File: config.mk
export PLATFORM = sky130hd
export DESIGN_NAME = vx_barrier_unit_flat
export DESIGN_NICKNAME = d
export VERILOG_FILES = /design/src/rtl/vx_barrier_if.sv /design/src/rtl/vx_barrier_unit.sv /design/src/flat_wrapper.sv
export SDC_FILE = /design/constraint.sdc
export NUM_CORES = 1
export LEC_CHECK = 0
export ABC_CLOCK_PERIOD_IN_PS = 3300
export BUFFER_PORTS_ARGS = -buffer_cell sky130_fd_sc_hd__buf_2
export CAP_MARGIN = 20
export CELL_PAD_IN_SITES_DETAIL_PLACEMENT = 1
export CELL_PAD_IN_SITES_GLOBAL_PLACEMENT = 1
export CORE_UTILIZATION = 42
export DETAILED_ROUTE_END_ITERATION = 8
export PLACE_DENSITY_LB_ADDON = 0.1
export REMOVE_ABC_BUFFERS = 1
export SLEW_MARGIN = 10
export SYNTH_ARGS = -nofsm -noshare
export SYNTH_HDL_FRONTEND = slang
export SYNTH_SLANG_ARGS = --single-unit
File: constraint.sdc
create_clock -name clk -period 3.3 [get_ports clk]
set_input_delay 0.165 -clock clk [delete_from_list [all_inputs] [get_ports clk]]
set_output_delay 0.165 -clock clk [all_outputs]
set_load 0.005 [all_outputs]
File: src/rtl/vx_barrier_if.sv
// Barrier request/flush/release bundle between warp scheduler and barrier unit.
// master = scheduler side, slave = barrier unit.
interface vx_barrier_if #(
  parameter int NUM_WARPS    = 4,
  parameter int NUM_BARRIERS = 4
);
  localparam int NW_WIDTH =
    (NUM_WARPS > 1) ? $clog2(NUM_WARPS) : 1;
  localparam int NB_WIDTH =
    (NUM_BARRIERS > 1) ? $clog2(NUM_BARRIERS) : 1;

  logic                 bar_valid;
  logic [NW_WIDTH-1:0]  bar_wid;
  logic [NB_WIDTH-1:0]  bar_id;
  logic [NW_WIDTH-1:0]  bar_size_m1;
  logic                 flush_valid;
  logic [NW_WIDTH-1:0]  flush_wid;
  logic [NUM_WARPS-1:0] stall_mask;
  logic                 release_valid;
  logic [NB_WIDTH-1:0]  release_id;
  logic [NUM_WARPS-1:0] release_mask;
  logic                 err;

  modport master (
    output bar_valid, bar_wid, bar_id, bar_size_m1,
    output flush_valid, flush_wid,
    input  stall_mask, release_valid, release_id,
    input  release_mask, err
  );

  modport slave (
    input  bar_valid, bar_wid, bar_id, bar_size_m1,
    input  flush_valid, flush_wid,
    output stall_mask, release_valid, release_id,
    output release_mask, err
  );
endinterface

File: src/rtl/vx_barrier_unit.sv
// Warp barrier tracker: collects arrivals per barrier ID, stalls, releases.
// Optional VX_BAR_PERF_EN adds a stalled-warp-cycle counter port.
module vx_barrier_unit #(
  parameter int NUM_WARPS    = 4,
  parameter int NUM_BARRIERS = 4
) (
  input  logic         clk,
  input  logic         reset_n,
  vx_barrier_if.slave  bus
`ifdef VX_BAR_PERF_EN
  ,
  output logic [31:0]  perf_stall_cycles
`endif
);
  localparam int NW_WIDTH =
    (NUM_WARPS > 1) ? $clog2(NUM_WARPS) : 1;
  localparam int NB_WIDTH =
    (NUM_BARRIERS > 1) ? $clog2(NUM_BARRIERS) : 1;
  localparam int CW = NW_WIDTH + 1;
  localparam logic [CW-1:0] ONE = CW'(1);

  typedef logic [NUM_WARPS-1:0] wmask_t;
  typedef logic [CW-1:0]        cnt_t;

  wmask_t [NUM_BARRIERS-1:0] mask_q, mask_d;
  cnt_t   [NUM_BARRIERS-1:0] cnt_q, cnt_d;

  wmask_t               stall_q, stall_d;
  logic                 rel_v_q, rel_v_d;
  logic [NB_WIDTH-1:0]  rel_id_q, rel_id_d;
  wmask_t               rel_m_q, rel_m_d;
  logic                 err_q, err_d;

  logic   arr;
  wmask_t w_oh;
  cnt_t   size_c;

  always_comb begin
    mask_d   = mask_q;
    cnt_d    = cnt_q;
    stall_d  = stall_q;
    rel_v_d  = 1'b0;
    rel_id_d = '0;
    rel_m_d  = '0;
    err_d    = err_q;
    w_oh     = '0;
    w_oh[bus.bar_wid] = 1'b1;
    size_c   = {1'b0, bus.bar_size_m1};
    // Same-warp flush beats its own arrival; the arrival is silently dropped.
    arr = bus.bar_valid &&
          !(bus.flush_valid && bus.flush_wid == bus.bar_wid);

    if (bus.flush_valid) begin
      for (int b = 0; b < NUM_BARRIERS; b++) begin
        if (mask_d[b][bus.flush_wid]) begin
          mask_d[b][bus.flush_wid] = 1'b0;
          cnt_d[b] = cnt_d[b] - ONE;
        end
      end
      stall_d[bus.flush_wid] = 1'b0;
    end

    if (arr) begin
      if (stall_q[bus.bar_wid] ||
          cnt_d[bus.bar_id] > size_c) begin
        err_d = 1'b1;
      end else if (cnt_d[bus.bar_id] == size_c) begin
        rel_v_d  = 1'b1;
        rel_id_d = bus.bar_id;
        rel_m_d  = mask_d[bus.bar_id] | w_oh;
        stall_d  = stall_d & ~rel_m_d;
        mask_d[bus.bar_id] = '0;
        cnt_d[bus.bar_id]  = '0;
      end else begin
        mask_d[bus.bar_id] = mask_d[bus.bar_id] | w_oh;
        cnt_d[bus.bar_id]  = cnt_d[bus.bar_id] + ONE;
        stall_d = stall_d | w_oh;
      end
    end
  end

  always_ff @(posedge clk or negedge reset_n) begin
    if (!reset_n) begin
      mask_q   <= '0;
      cnt_q    <= '0;
      stall_q  <= '0;
      rel_v_q  <= 1'b0;
      rel_id_q <= '0;
      rel_m_q  <= '0;
      err_q    <= 1'b0;
    end else begin
      mask_q   <= mask_d;
      cnt_q    <= cnt_d;
      stall_q  <= stall_d;
      rel_v_q  <= rel_v_d;
      rel_id_q <= rel_id_d;
      rel_m_q  <= rel_m_d;
      err_q    <= err_d;
    end
  end

  assign bus.stall_mask    = stall_q;
  assign bus.release_valid = rel_v_q;
  assign bus.release_id    = rel_id_q;
  assign bus.release_mask  = rel_m_q;
  assign bus.err           = err_q;

`ifdef VX_BAR_PERF_EN
  logic [31:0] perf_q;

  always_ff @(posedge clk or negedge reset_n) begin
    if (!reset_n) perf_q <= '0;
    else perf_q <= perf_q + 32'($countones(stall_q));
  end

  assign perf_stall_cycles = perf_q;
`endif
endmodule

File: src/flat_wrapper.sv
// flat-port wrapper written by rule: the top's interface ports become plain ports
module vx_barrier_unit_flat 
#(
  parameter int NUM_WARPS    = 4,
  parameter int NUM_BARRIERS = 4
)
  (clk, reset_n, bus_bar_valid, bus_bar_wid, bus_bar_id, bus_bar_size_m1, bus_flush_valid, bus_flush_wid, bus_stall_mask, bus_release_valid, bus_release_id, bus_release_mask, bus_err);
  vx_barrier_if #(.NUM_WARPS(NUM_WARPS), .NUM_BARRIERS(NUM_BARRIERS)) bus_i ();
  input  logic clk;
  input  logic reset_n;
  input wire logic [$bits(bus_i.bar_valid)-1:0] bus_bar_valid;
  input wire logic [$bits(bus_i.bar_wid)-1:0] bus_bar_wid;
  input wire logic [$bits(bus_i.bar_id)-1:0] bus_bar_id;
  input wire logic [$bits(bus_i.bar_size_m1)-1:0] bus_bar_size_m1;
  input wire logic [$bits(bus_i.flush_valid)-1:0] bus_flush_valid;
  input wire logic [$bits(bus_i.flush_wid)-1:0] bus_flush_wid;
  output wire logic [$bits(bus_i.stall_mask)-1:0] bus_stall_mask;
  output wire logic [$bits(bus_i.release_valid)-1:0] bus_release_valid;
  output wire logic [$bits(bus_i.release_id)-1:0] bus_release_id;
  output wire logic [$bits(bus_i.release_mask)-1:0] bus_release_mask;
  output wire logic [$bits(bus_i.err)-1:0] bus_err;
  assign bus_i.bar_valid = bus_bar_valid;
  assign bus_i.bar_wid = bus_bar_wid;
  assign bus_i.bar_id = bus_bar_id;
  assign bus_i.bar_size_m1 = bus_bar_size_m1;
  assign bus_i.flush_valid = bus_flush_valid;
  assign bus_i.flush_wid = bus_flush_wid;
  assign bus_stall_mask = bus_i.stall_mask;
  assign bus_release_valid = bus_i.release_valid;
  assign bus_release_id = bus_i.release_id;
  assign bus_release_mask = bus_i.release_mask;
  assign bus_err = bus_i.err;
  vx_barrier_unit #(.NUM_WARPS(NUM_WARPS), .NUM_BARRIERS(NUM_BARRIERS)) u_core (.clk(clk), .reset_n(reset_n), .bus(bus_i));
endmodule
==> results of run 1 <==
## layout make-up
type                            count  area [um2]  area share
Multi-Input combinational cell    189        1510       0.482
Timing Repair Buffer               57         374       0.120
Inverter                           16        60.1      0.0192
Clock buffer                        5        68.8      0.0220
Sequential cell                    40        1000       0.320
Clock inverter                      3        23.8     0.00760
Tap cell                           75        93.8      0.0300
## state kept, by name, indices dropped and copies added, names as in the netlist
signal,flops
u_core.mask_q,16
u_core.bus.release_valid,1
u_core.bus.stall_mask,4
u_core.bus.release_mask,4
u_core.bus.release_id,2
u_core.bus.err,1
u_core.cnt_q,12
## repair_timing
item	CTS	global route
buffers inserted	0	4
hold buffers	0	0
setup endpoints to repair	0	24
resized for setup	0	10
## cells in the final DEF (no fill, tap or decap), drive strengths merged, types with 7 or more instances in the layout
cell,netlist,routed
buf,11,57
dfrtp,40,40
nand2,30,30
mux2i,19,19
inv,16,16
nor2,14,14
a21oi,10,10
nand3,10,10
xnor2,7,7
ha,7,7
## synth_stat cells, types with 6 or more instances
cell type  number  area share
mux2i_1        19       0.072
ha_1            7       0.033
xnor2_1         7       0.023
nor2_1         13       0.018
inv_1          16       0.023
nand3_1        10       0.019
a21oi_1        10       0.019
nor2b_1         6       0.014
dfrtp_1        40        0.38
nand2_1        29       0.041
o21ai_0         6       0.011
## worst paths after layout
check                                  start           endpoint  slack, ns
min in group clk               bus_bar_valid     u_core.bus.err       0.17
min                                  reset_n   u_core.cnt_q[10]      -0.01
min reg2reg                   u_core.bus.err     u_core.bus.err       0.53
max in group asynchronous            reset_n  u_core.mask_q[13]       2.70
max                        u_core.mask_q[11]  u_core.mask_q[13]       0.08
max reg2reg                u_core.mask_q[11]  u_core.mask_q[13]       0.08
## metal layers
metal  vias to the layer above  track usage  share of wire
met1                      1097        0.325           0.46
met2                        35        0.417           0.49
met3                         8       0.0356          0.031
met4                         0       0.0750          0.011
met5                         -            0              0
li1                       1034            -              -
## kinds of logic (layout without fill, tap and decap cells)
group,Yosys count,after routing,share of synthesized area
AOI/OAI and AO/OA,58,58,0.168
DFF,40,40,0.377
and+or+nand+nor,86,86,0.198
muxes,28,28,0.123
buffers and inverters,31,81,0.0684
adders and majority gates,7,7,0.0330
xor gates and xnor gates,10,10,0.0330
## per-stage QoR
stage	hold WS (ns)	TNS (ns)
floorplan	-0.131	0
CTS	0.0368	0
global route	0.0716	-0.660
finish	-0.0131	0
detailed placement	0.366	-1.10
global placement	0.362	-0.0529
## report_power, final
group	internal [W]	total [W]	switching, W
Combinational	0.000551	0.00117	0.000615
Clock	0.000150	0.000339	0.000189
Sequential	0.000647	0.000759	0.000112
Total	0.00135	0.00226	0.000916
==> run_results.csv, run 1 <==
group,metric,value,unit
outcome,status,"finished with violations",
outcome,violations,"negative hold slack",
placement,gp_congestion,0.841,
detailed_routing,vias,2174,
logic_synthesis,synthArstFlopShare,1.00,
sta,period_needed,3.22,ns
placement,dpl_cell_area,0.00297,mm2
sta,hold_viol,7,
detailed_routing,final_antenna_net_count,0,
clock_network,insertion_delay,0.30,ns
sta,fin_worst_skew,0.00628,ns
detailed_routing,viasPerCell,5.65,
final_layout,fill_cells,673,
logic_synthesis,ys_seq_area_frac,0.377,
final_layout,diodes,0,
final_layout,drive_gt1_frac,0.313,
global_routing,grt_pass1_wl,11.9,mm
critical_path,crit_chain,"mux2i_2 > o22ai_2 > nor2_1 > a21oi_1 > mux4_2 > ha_1 > nor2b_1 > o21ai_1 > o211ai_2 > nor2_4 > nand3_1 > a32o_1",
clock_network,cts.sinks,40,
clock_network,clockBufferDepth,2,
critical_path,cp_top_family,"compound AO/OA/AOI/OAI gates",
logic_synthesis,syn_inst,260,
sta,max_freq,310,MHz
sta,worst_slew_pin_slew,0.942,ns
critical_path,worstPathArrival,3.41,ns
critical_path,crit_slowest_cell,"mux4_2",
logic_synthesis,ys_types,58,
placement,dp_cells,373,
clock_network,root_buffer,"clkbuf_8",
detailed_routing,wire_per_inst,19.7,um
critical_path,cp.depth,12,
logic_synthesis,syn_area,0.00265,mm2
sta,period_share,0.977,
clock_network,cts_tree,"done",
die,die_x,81.5,um
sta,hold_ws,-0.0131,ns
die,rows,28,
detailed_routing,dr.first_iter.drc_count,73,
critical_path,setup.worst_path.class,"register to register",
placement,dpl.hpwl,5.87,mm
final_layout,layout.cells.non_filler,385,
logic_synthesis,syn_area_per_cell,10.2,um2
die,start_util,0.443,
power,ir_drop,0.332,mV
final_layout,nets,328,
logic_synthesis,synth_edf_count,0,
global_routing,grt_max_degree,41,
global_routing,grt_usage,0.247,
power,p_leak,1.48,nW
logic_synthesis,ys_warn_count,0,
critical_path,worstSetupStartpointType,"register",
critical_path,max_stage_delay,0.49,ns
critical_path,r2r_cells,12,
placement,place_worst_setup_slack,-0.0851,ns
clock_network,cts_buffers,5,
final_layout,fin_area,0.00313,mm2
detailed_routing,first_pass_iters,4,
clock_network,path_clk_slew,0.09,ns
critical_path,crit_required,3.49,ns
hold_path,min_path_type,"input port to async pin",
power,power_density,723,mW/mm2
final_layout,area_delta_synth_final,17.9,%
final_layout,fin_util,0.522,
sta,finalWorstSetupSlack,0.0767,ns
die,ioPinCount,24,
global_routing,gr-total-overflow,0,
power,p_total,0.00226,W
clock_network,htreeDepth,2,
logic_synthesis,synth_seq_cells,40,
die,core_area,0.00599,mm2
placement,io_buffers,23,
critical_path,worstPathMaxFanout,6,
sta,relSlewSlack,0.372,
die,die_area,0.00664,mm2
sta,setup_violations,0,
die,die_y,81.5,um
critical_path,crit_path_end_kind,"register",
global_routing,grt_pass1_vias,2252,
sta,drv_slew,0,
detailed_routing,drcViolationCount,0,
logic_synthesis,yosys_most_used_dff,"dfrtp_1",
detailed_routing,wirelength,7.60,mm
flow_run,maxCapViolations,0,
critical_path,cp_num_buf_inv,0,
global_routing,antenna_found_initial,0,
Note: power is estimated with default switching activity, not from simulation.
==> run 2, diff against run 1 <==
--- a/config.mk
+++ b/config.mk
@@ -13,7 +13,6 @@
 export CORE_UTILIZATION = 42
 export DETAILED_ROUTE_END_ITERATION = 8
 export PLACE_DENSITY_LB_ADDON = 0.1
-export REMOVE_ABC_BUFFERS = 1
 export SLEW_MARGIN = 10
 export SYNTH_ARGS = -nofsm -noshare
 export SYNTH_HDL_FRONTEND = slang
==> run 2 against run 1 <==
Effect of this change:
- the run now ends clean
- sequential cell count unchanged
- total power up 4.5%
- sequential power about the same
- die area unchanged
- first-iteration DRC count up 36%
- clock power up 24%
- global-route usage up 1.8 points
- critical path depth up 2
- clock-buffer cell count unchanged
- maximum frequency down 0.12%
- via count up 2.8%
- critical path type unchanged
- critical endpoint is now u_core.mask_q[1]
- highest routed layer unchanged
==> run_results.csv, run 2 (synthesis gave the netlist of run 1 again) <==
group,metric,value,unit
sta,worst_slew_pin_slew,0.668,ns
power,switching_share,0.396,
power,power_density,731,mW/mm2
power,intPower,0.00143,W
placement,dpl.hpwl,6.32,mm
sta,relSlewSlack,0.553,
detailed_routing,wire_per_inst,21.0,um
die,ioPinCount,24,
final_layout,fill_cells,696,
hold_path,hold_depth,2,
hold_path,min_path_type,"input port to register",
detailed_routing,wirelength,8.18,mm
critical_path,setup.worst_path.class,"register to register",
placement,dpl_cell_area,0.00302,mm2
sta,setup_violations,0,
final_layout,regMostFlops,"u_core.mask_q",
logic_synthesis,syn_nets,279,
global_routing,gr-total-overflow,0,
final_layout,final_common_cell,"dfrtp_1",
global_routing,antenna_found_initial,0,
final_layout,final_cell_mix,"dfrtp_1, buf_4, nand2_1",
final_layout,diodes,0,
critical_path,worstSetupStartpointType,"register",
die,core_area,0.00599,mm2
critical_path,r2r_cells,14,
power,power_switching,0.000936,W
detailed_routing,vias,2234,
final_layout,area_delta_synth_final,21.9,%
flow_run,maxCapViolations,0,
power,combPwrFrac,0.501,
hold_path,whs_endpoint,"u_core.bus.err",
die,die_y,81.5,um
placement,io_buffers,23,
clock_network,htreeDepth,2,
final_layout,nets,333,
final_layout,drive_gt1_frac,0.330,
global_routing,grt_usage,0.265,
sta,finalWorstSetupSlack,0.0728,ns
critical_path,worstPathArrival,3.44,ns
sta,max_freq,310,MHz
critical_path,crit_path_end_kind,"register",
die,start_util,0.443,
sta,final.setup.tns,0,ns
outcome,status,"finished clean",
sta,fin_worst_skew,0.0112,ns
critical_path,worstReg2RegEnd,"u_core.mask_q[1]",
power,p_seq_frac,0.321,
global_routing,grt_max_degree,41,
power,p_clk_frac,0.177,
power,p_total,0.00237,W
placement,gp_congestion,0.844,
critical_path,worstPathMaxFanout,5,
detailed_routing,final_antenna_net_count,0,
power,ir_drop,0.325,mV
final_layout,layout.cells.non_filler,390,
clock_network,cts_tree,"done",
clock_network,insertion_delay,0.31,ns
power,p_leak,1.52,nW
critical_path,crit_required,3.51,ns
hold_path,worstHoldStart,"bus_bar_valid",
critical_path,reg2reg_slack,0.07,ns
placement,dp_cells,378,
placement,place_worst_setup_slack,-0.198,ns
detailed_routing,dr.first_iter.drc_count,99,
critical_path,r2r_start,"u_core.mask_q[8]",
detailed_routing,viasPerCell,5.73,
clock_network,cts.sinks,40,
final_layout,fin_area,0.00323,mm2
sta,drv_slew,0,
detailed_routing,drcViolationCount,0,
die,die_x,81.5,um
detailed_routing,first_pass_iters,4,
final_layout,reg_top3,"u_core.mask_q x16, u_core.cnt_q x12",
global_routing,grt_pass1_wl,12.6,mm
sta,period_needed,3.23,ns
clock_network,path_clk_slew,0.09,ns
die,die_area,0.00664,mm2
sta,hold_viol,0,
sta,period_share,0.978,
final_layout,largest_reg_flops,16,
clock_network,root_buffer,"clkbuf_8",
clock_network,cts_buffers,5,
die,rows,28,
global_routing,grt_pass1_vias,2318,
clock_network,clockBufferDepth,2,
==> run 2: timing repair <==
item                       CTS  global route
hold buffers                 0             1
hold endpoints to repair     0            21
gates resized for setup      4            10
setup buffers                0             2
pin swaps                    0             1
setup endpoints to repair   24            27
==> run 2: critical path: stages (launching register included) <==
cell      delay, ns
dfrtp_1        0.44
mux2i_2        0.25
o22ai_2        0.16
nor2_1         0.12
a21oi_1        0.07
mux4_2         0.51
ha_1           0.31
nor2b_1        0.13
o21ai_1        0.15
o211ai_2       0.18
nor2_4         0.17
buf_4          0.15
nand4_4        0.11
buf_6          0.19
mux2i_2        0.19
==> run 2: metal layers <==
layer	GRT usage	up-vias	wire [um]
met1	0.349	1137	3640
met5	0	-	0
met2	0.453	41	4180
met3	0.0367	13	223
met4	0.0696	0	132
li1	-	1043	-
==> run 2: metrics by stage <==
step / hold WS [ns] / utilization
2_1_floorplan: -0.131 / -
3_3_place_gp: 0.362 / 0.503
3_5_place_dp: 0.371 / 0.503
4_1_cts: 0.0418 / 0.525
5_1_grt: 0.134 / 0.540
6_report: 0.135 / 0.540
==> run 2: worst max-delay path by stage <==
stage	start	cells past startpoint	end	slack (ns)
global route	u_core.mask_q[10]	14	u_core.mask_q[1]	-0.01
CTS	u_core.mask_q[11]	13	u_core.mask_q[1]	0.02
finish	u_core.mask_q[8]	14	u_core.mask_q[1]	0.07
floorplan	bus_flush_wid[1]	15	u_core.cnt_q[3]	0.09
global placement	bus_flush_wid[1]	15	u_core.cnt_q[1]	-0.02
detailed placement	bus_flush_wid[1]	15	u_core.cnt_q[1]	-0.20
==> run 2: area by class of cell <==
class,instances,area [um2],area share
clock buffer,5,68.8,0.0213
clock inverter,3,42.5,0.0132
inverter,16,60.1,0.0186
multi-input combinational,189,1530,0.473
sequential,40,1000,0.309
tap,75,93.8,0.0290
timing repair buffer,62,439,0.136
==> run 2: power by group through the flow <==
stage | Sequential, W | Combinational, W | Clock [W]
detailed placement | 0.000760 | 0.00115 | 0
global route | 0.000782 | 0.00129 | 0.000441
CTS | 0.000758 | 0.00116 | 0.000423
floorplan | 0.000731 | 0.000739 | 0
global placement | 0.000753 | 0.00110 | 0
finish | 0.000760 | 0.00119 | 0.000419
==> run 3, diff against run 2 <==
--- a/config.mk
+++ b/config.mk
@@ -13,6 +13,7 @@
 export CORE_UTILIZATION = 42
 export DETAILED_ROUTE_END_ITERATION = 8
 export PLACE_DENSITY_LB_ADDON = 0.1
+export RECOVER_POWER = 100
 export SLEW_MARGIN = 10
 export SYNTH_ARGS = -nofsm -noshare
 export SYNTH_HDL_FRONTEND = slang
==> run 3 against run 2 <==
Effect of this change:
- non-clock buffer count is the same
- maximum frequency grew 0.62%
- sequential cell count is the same
- wire length shrank 0.57%
- total power shrank 1.1%
- design area shrank 1.5%
- clock-buffer cell count is the same
- critical path type unchanged
- the run now ends with max-capacitance violations, max-slew violations left
- first-iteration DRC count grew 15%
- critical endpoint unchanged
- core utilization shrank 0.81 points
==> run_results.csv, run 3 (synthesis gave the netlist of run 1 again) <==
group,metric,value,unit
outcome,status,"finished with violations",
outcome,violations,"max-capacitance violations, max-slew violations",
critical_path,worstSetupStartpointType,"register",
critical_path,crit_path_end_kind,"register",
global_routing,antenna_found_initial,0,
sta,setup_violations,0,
critical_path,setup.worst_path.class,"register to register",
global_routing,gr-total-overflow,0,
sta,relSlewSlack,-0.310,
clock_network,path_clk_slew,0.09,ns
clock_network,clockBufferDepth,2,
die,rows,28,
final_layout,fill_cells,703,
die,die_area,0.00664,mm2
final_layout,diodes,0,
power,power_density,735,mW/mm2
detailed_routing,drcViolationCount,0,
hold_path,whs_endpoint,"u_core.bus.err",
sta,fin_worst_skew,0.0126,ns
detailed_routing,wirelength,8.13,mm
global_routing,grt_pass1_wl,12.6,mm
clock_network,cts_buffers,5,
detailed_routing,dr.first_iter.drc_count,114,
sta,worst_slew_pin_slew,1.97,ns
clock_network,root_buffer,"clkbuf_8",
sta,period_share,0.972,
hold_path,hold_depth,2,
critical_path,worstReg2RegEnd,"u_core.mask_q[1]",
power,power_switching,0.000932,W
power,ir_drop,0.323,mV
power,switching_share,0.398,
die,die_x,81.5,um
detailed_routing,wire_per_inst,20.8,um
logic_synthesis,syn_nets,279,
global_routing,grt_max_degree,41,
hold_path,min_path_type,"input port to register",
sta,drv_slew,35,
power,p_clk_frac,0.179,
critical_path,worstPathMaxFanout,5,
clock_network,cts_tree,"done",
power,p_leak,1.47,nW
power,p_seq_frac,0.325,
sta,final.setup.tns,0,ns
final_layout,nets,333,
critical_path,r2r_start,"u_core.mask_q[10]",
detailed_routing,final_antenna_net_count,0,
hold_path,worstHoldStart,"bus_bar_valid",
placement,dpl.hpwl,6.32,mm
final_layout,area_delta_synth_final,20.1,%
flow_run,maxCapViolations,1,
final_layout,drive_gt1_frac,0.286,
die,ioPinCount,24,
detailed_routing,vias,2243,
detailed_routing,viasPerCell,5.75,
sta,max_freq,312,MHz
final_layout,reg_top3,"u_core.mask_q x16, u_core.cnt_q x12",
final_layout,final_cell_mix,"dfrtp_1, nand2_1, buf_4",
power,p_total,0.00234,W
die,die_y,81.5,um
clock_network,insertion_delay,0.31,ns
sta,hold_viol,0,
final_layout,regMostFlops,"u_core.mask_q",
global_routing,grt_usage,0.265,
placement,dpl_cell_area,0.00302,mm2
final_layout,fin_area,0.00319,mm2
placement,io_buffers,23,
die,start_util,0.443,
sta,hold_ws,0.135,ns
placement,gp_congestion,0.844,
die,core_area,0.00599,mm2
global_routing,grt_pass1_vias,2318,
critical_path,reg2reg_slack,0.09,ns
critical_path,worstPathArrival,3.42,ns
critical_path,r2r_cells,14,
power,intPower,0.00141,W
final_layout,final_common_cell,"dfrtp_1",
sta,period_needed,3.21,ns
final_layout,largest_reg_flops,16,
power,combPwrFrac,0.496,
clock_network,cts.sinks,40,
critical_path,crit_required,3.51,ns
detailed_routing,first_pass_iters,4,
clock_network,htreeDepth,2,
==> run 3: changes by cell type in the layout (fill, tap and decap cells not counted), sizes merged <==
cell,delta
buf,-15
clkbuf,+15
==> run 3: per-layer routing <==
layer / up-vias / share of wire / GRT usage
li1: 1040 / - / -
met1: 1149 / 0.45 / 0.349
met2: 41 / 0.51 / 0.453
met3: 13 / 0.028 / 0.0367
met4: 0 / 0.016 / 0.0696
met5: - / 0 / 0
==> run 3: area by class of cell <==
| type | count | area (um2) | area share |
|---|---|---|---|
| flip-flops and latches | 40 | 1000 | 0.314 |
| multi-input cells | 189 | 1520 | 0.477 |
| repair buffers | 62 | 399 | 0.125 |
| clock inverters | 3 | 42.5 | 0.0134 |
| well taps | 75 | 93.8 | 0.0295 |
| inverters | 16 | 60.1 | 0.0189 |
| clock buffers | 5 | 68.8 | 0.0216 |
==> run 3: power by group through the flow <==
stage	logic, W	clock network (W)	registers (W)
after floorplan	0.000739	0	0.000731
after global placement	0.00110	0	0.000753
after detailed placement	0.00115	0	0.000760
after CTS	0.00116	0.000423	0.000758
after global routing	0.00127	0.000441	0.000782
final	0.00116	0.000418	0.000761
==> run 3: per-stage QoR <==
stage          utilization  setup slack (ns)  cells
2_1_floorplan            -            0.0901    260
3_3_place_gp         0.503           -0.0213    378
3_5_place_dp         0.503            -0.198    378
4_1_cts              0.525            0.0230    386
5_1_grt              0.532           -0.0103    390
6_report             0.532            0.0926    390
==> run 3: worst max-delay path: stages, from the launching register on <==
cell      delay (ns)
dfrtp_1         0.43
mux2i_2         0.24
o22ai_2         0.16
nor2_1          0.12
a21oi_1         0.07
mux4_2          0.51
ha_1            0.31
nor2b_1         0.13
o21ai_1         0.15
o211ai_2        0.18
nor2_4          0.17
buf_4           0.15
nand4_4         0.11
buf_6           0.19
mux2i_2         0.18
==> run 3: worst max path at each step <==
stage | depth (start not counted) | to | start
global placement | 15 | u_core.cnt_q[1] | bus_flush_wid[1]
floorplan | 15 | u_core.cnt_q[3] | bus_flush_wid[1]
detailed placement | 15 | u_core.cnt_q[1] | bus_flush_wid[1]
finish | 14 | u_core.mask_q[1] | u_core.mask_q[10]
global route | 14 | u_core.mask_q[1] | u_core.mask_q[10]
CTS | 13 | u_core.mask_q[1] | u_core.mask_q[11]
==> run 3: repair_timing <==
| action | in CTS | in global routing |
|---|---|---|
| hold buffers | 0 | 1 |
| endpoints found under the setup margin | 24 | 27 |
| setup buffers | 0 | 2 |
| hold endpoints to repair | 0 | 21 |
| pin swaps | 0 | 1 |
| gates resized for setup | 4 | 10 |
